File: src/rtl/mux_rr_arbiter.sv
// rtl/mux_rr_arbiter.sv - round-robin arbiter and sequencer for the shared 8:1 data mux
//
// Eight requesters share one downstream port. The block picks one requester
// in rotating-priority order, drives the embedded 8:1 mux, and holds that
// selection until the downstream side accepts the word via out_valid/out_ready.
//
// Optional feature macro: MUX_ARB_LOCK_EN (adds the lock input for burst holds).
//
// Ports:
//   clk        clock, all state changes on the rising edge
//   rst        synchronous active-high reset
//   req        request bit per requester (index 0..7)
//   din        packed words, requester i at bits [i*WIDTH +: WIDTH]
//   out_ready  downstream accepts dout this cycle
//   lock       (MUX_ARB_LOCK_EN only) keep the current grant across handshakes
//   gnt        one-hot grant, registered
//   sel        index of the granted requester, registered
//   out_valid  dout holds a valid word, registered
//   dout       din slice picked by sel, combinational

module mux_rr_arbiter #(
    parameter int WIDTH = 3
) (
    input  logic                 clk,
    input  logic                 rst,
    input  logic [7:0]           req,
    input  logic [8*WIDTH-1:0]   din,
    input  logic                 out_ready,
`ifdef MUX_ARB_LOCK_EN
    input  logic                 lock,
`endif
    output logic [7:0]           gnt,
    output logic [2:0]           sel,
    output logic                 out_valid,
    output logic [WIDTH-1:0]     dout
);

    typedef enum logic {
        IDLE = 1'b0,
        BUSY = 1'b1
    } state_t;

    state_t     state;
    logic [2:0] ptr;
    logic [2:0] winner;
    logic [2:0] idx;
    logic       release_grant;

    // Scan from the lowest-priority offset up to ptr itself so the last hit,
    // which is the one that survives, is the first set bit in priority order.
    // The 3-bit add wraps naturally, giving the mod-8 rotation.
    always_comb begin
        winner = ptr;
        idx    = ptr;
        for (int i = 7; i >= 0; i--) begin
            idx = ptr + 3'(i);
            if (req[idx]) begin
                winner = idx;
            end
        end
    end

    // A handshake normally releases the grant; with lock asserted and the
    // owner still requesting, the grant is kept for a back-to-back transfer.
`ifdef MUX_ARB_LOCK_EN
    assign release_grant = out_ready && !(lock && req[sel]);
`else
    assign release_grant = out_ready;
`endif

    always_ff @(posedge clk) begin
        if (rst) begin
            state     <= IDLE;
            ptr       <= 3'd0;
            sel       <= 3'd0;
            gnt       <= 8'd0;
            out_valid <= 1'b0;
        end else begin
            case (state)
                IDLE: begin
                    if (|req) begin
                        state     <= BUSY;
                        sel       <= winner;
                        gnt       <= 8'b1 << winner;
                        out_valid <= 1'b1;
                    end
                end
                BUSY: begin
                    // No re-arbitration while busy, even if req[sel] drops.
                    if (release_grant) begin
                        state     <= IDLE;
                        gnt       <= 8'd0;
                        out_valid <= 1'b0;
                        ptr       <= sel + 3'd1;
                    end
                end
                default: begin
                    state <= IDLE;
                end
            endcase
        end
    end

    // sel is kept through IDLE, so dout keeps showing the last selected slice.
    assign dout = din[sel*WIDTH +: WIDTH];

endmodule

File: config.mk
export PLATFORM = sky130hd
export DESIGN_NAME = mux_rr_arbiter
export DESIGN_NICKNAME = d
export VERILOG_FILES = /design/src/rtl/mux_rr_arbiter.sv
export SDC_FILE = /design/constraint.sdc
export NUM_CORES = 1
export LEC_CHECK = 0
export BUFFER_PORTS_ARGS = -buffer_cell sky130_fd_sc_hd__buf_4
export CAP_MARGIN = 10
export CORE_MARGIN = 4
export CORE_UTILIZATION = 52
export DETAILED_ROUTE_END_ITERATION = 12
export HOLD_SLACK_MARGIN = 0.02
export PLACE_DENSITY_LB_ADDON = 0.1
export RECOVER_POWER = 100
export SYNTH_ARGS = -nofsm -noshare
export SYNTH_HDL_FRONTEND = slang
export SYNTH_SLANG_ARGS = --single-unit
File: constraint.sdc
create_clock -name clk -period 5.1 [get_ports clk]
set_clock_uncertainty 0.15 [all_clocks]
set_input_delay 1.02 -clock clk [delete_from_list [all_inputs] [get_ports clk]]
set_output_delay 1.02 -clock clk [all_outputs]
set_load 0.05 [all_outputs]
==> flow_metrics.env <==
export IMPL_relSlewSlack_pct=50.8
export IMPL_synth_edf_count=0
export IMPL_synthSimpleGateAreaFrac_pct=14.9
export IMPL_synth_async_reset_ratio_pct=0
export IMPL_fmax_mhz=241
export IMPL_synth_cell_type_count=40
export IMPL_path_max_fanout=22
export IMPL_hold_viol=0
export IMPL_synth_largest_area_cell="mux4_2"
export IMPL_grt_max_degree=25
export IMPL_pin_count=50
export IMPL_place_congestion=0.854
export IMPL_avgSynthCellArea_um2=9.02
export IMPL_initial_core_util_pct=54.8
export IMPL_yosys_mux_area_fraction_pct=34.1
export IMPL_via_per_inst=6.20
export IMPL_synth_top_area_share_pct=21.4
export IMPL_cts_buffer_depth=2
export IMPL_syn_num_nets=225
export IMPL_syn_to_final_growth_pct=20.8
export IMPL_cts_tree="built"
export IMPL_yosys_warnings=0
export IMPL_synthTopCellsByArea="mux4_2 (21%), dfxtp_1 (19%), mux2_2 (7.3%)"
export IMPL_layout_nets=269
export IMPL_crit_path_end_kind="flop"
export IMPL_p_sw_mw=0.239
export IMPL_p_int_mw=0.294
export IMPL_cp_required_ns=5.17
export IMPL_start_kind="flop"
export IMPL_netlist_instances=187
export IMPL_synth_seq_cells=16
export IMPL_r2r_setup_slack_ns=0.95
export IMPL_seqPwrFrac_pct=29.5
export IMPL_synth_cell_area_um2=1690
export IMPL_num_rows=20
export IMPL_wl_per_cell_um=17.7
export IMPL_die_area_um2=4220
export IMPL_synth_top_family_by_area="multiplexers"
export IMPL_leakagePower_nw=0.759
export IMPL_clock_sinks=16
export IMPL_antenna_found_initial=0
export IMPL_status="finished clean"
export IMPL_combPwrFrac_pct=54.0
export IMPL_final_cells=274
export IMPL_synthXorXnorAreaFrac_pct=2.60
export IMPL_switching_share_pct=44.9
export IMPL_synth_most_common_cell="nand2_1"
export IMPL_finalSetupViolations=0
export IMPL_dp_cells=270
export IMPL_worst_pin_slew_ns=0.737
export IMPL_power_density_nw_per_um2=262
export IMPL_arrival_ns=4.22
export IMPL_cts_root_buf="clkbuf_4"
export IMPL_clk_pin_slew_ns=0.10
export IMPL_synthTopCellsByCount="nand2_1 (21), dfxtp_1 (16), mux4_2 (16)"
export IMPL_holdBufCountCts=0
export IMPL_insertedDiodeCount=0
export IMPL_criticalPathCategory="flop to flop"
export IMPL_drive_gt1_share_pct=27.4
export IMPL_drt_iter0_markers=163
export IMPL_die_h_um=65.0
export IMPL_vias=1700
export IMPL_yosys_area_share_adder_pct=2.23
export IMPL_clkPwrFrac_pct=16.4
export IMPL_cts_resized=0
export IMPL_drt_wl_total_um=4840
export IMPL_drt_pass1_iterations=5
export IMPL_htree_levels=1
export IMPL_yosysSeqAreaShare_pct=19.0
export IMPL_antenna_left=0
export IMPL_cts_buffers=3
export IMPL_numPortBuffers=49
export IMPL_maxCapViolCount=0
export IMPL_synth_compound_area_share_pct=22.3
export IMPL_clk_latency_ns=0.30
export IMPL_rsz0062_at_grt="no"
export IMPL_hold_path_class="flop to flop"
export IMPL_drc=0
export IMPL_hpwl_um=3820
export IMPL_grt_pass1_wl_um=8130
export IMPL_grt_overflow_total=0
export IMPL_ys_flop_type="dfxtp_1"
export IMPL_gr_usage_all_layers_pct=24.2
export IMPL_setup_tns_final_ns=0
export IMPL_grt_pass1_vias=1739
export IMPL_core_area_um2=3080
export IMPL_die_x_um=65.0
export IMPL_vdd_ir_drop_max_mv=0.148
export IMPL_min_period_over_period_pct=81.4
export IMPL_layout_min_cycle_time_ns=4.15
export IMPL_postCtsSetupRepairBufs=0
export IMPL_drv_slew=0
[registers in the layout (all words and copies together), names as in the netlist]
name / count
gnt: 8
state: 1
sel: 3
ptr: 3
out_valid: 1
[logic make-up (layout without fill, tap and decap cells)]
family,after synthesis,after routing
XOR/XNOR,5,5
buffers and inverters,19,62
AND/OR/NAND/NOR,54,54
flip-flops,16,16
adder cells (fa/ha/maj),3,3
multiplexers,36,36
AO/OA/AOI/OAI,54,54
[per-stage QoR]
step	setup WS (ns)	power, mW	util (%)	hold slack, ns	cell area [µm²]
2_1_floorplan	1.84	0.375	-	0.391	1690
3_3_place_gp	1.34	0.450	67.1	0.288	2060
3_5_place_dp	1.16	0.460	67.1	0.298	2060
4_1_cts	1.13	0.545	68.3	0.319	2100
5_1_grt	0.572	0.566	66.2	0.335	2040
6_report	0.947	0.533	66.2	0.316	2040
[critical path, cell delays in order, from the launching register on]
cell      delay (ns)
dfxtp_1         0.80
inv_1           0.19
ha_1            0.63
mux4_2          0.49
mux2_1          0.39
and2_0          0.18
a2111o_1        0.37
a21boi_0        0.32
o21ai_0         0.29
o31ai_1         0.26
[cell usage in the layout (no fill, tap or decap), drive strengths merged, types with 7 or more instances in the layout]
cell	Yosys	routed
o21ai	7	7
mux2	11	11
dfxtp	16	16
nor3	7	7
mux2i	9	9
nor2	9	9
buf	6	33
nand2	21	21
a211oi	8	8
inv	8	8
o31ai	8	8
mux4	16	16
clkbuf	5	21
a21oi	13	13
[final timing paths]
check / from / to / cells past startpoint
max: ptr[1] / gnt[3] / 9
min: gnt[6] / gnt[6] / 2
max reg2reg: ptr[1] / gnt[3] / 9
min reg2reg: gnt[6] / gnt[6] / 2
[power by group through the flow]
stage / Sequential [mW] / Combinational [mW] / Clock, mW
after floorplan: 0.182 / 0.193 / 0
after global placement: 0.159 / 0.290 / 0
after detailed placement: 0.161 / 0.299 / 0
after CTS: 0.158 / 0.302 / 0.0857
after global routing: 0.161 / 0.312 / 0.0925
final: 0.157 / 0.288 / 0.0876
[final cells by class]
| cell class | instances | area, µm² |
|---|---|---|
| clock buffers | 4 | 36.3 |
| fillers | 293 | 1040 |
| inverters | 8 | 30.0 |
| multi-input cells | 152 | 1280 |
| flip-flops and latches | 16 | 320 |
| well taps | 44 | 55.1 |
| repair buffers | 50 | 312 |
[per-layer routing]
| metal | track usage (%) | up-vias | wire [µm] |
|---|---|---|---|
| li1 | - | 821 | - |
| met1 | 28.7 | 814 | 1830 |
| met2 | 44.8 | 57 | 2630 |
| met3 | 5.03 | 8 | 312 |
| met4 | 4.22 | 0 | 72 |
| met5 | 0 | - | 0 |
No activity file was read; power rests on OpenSTA's default activity.
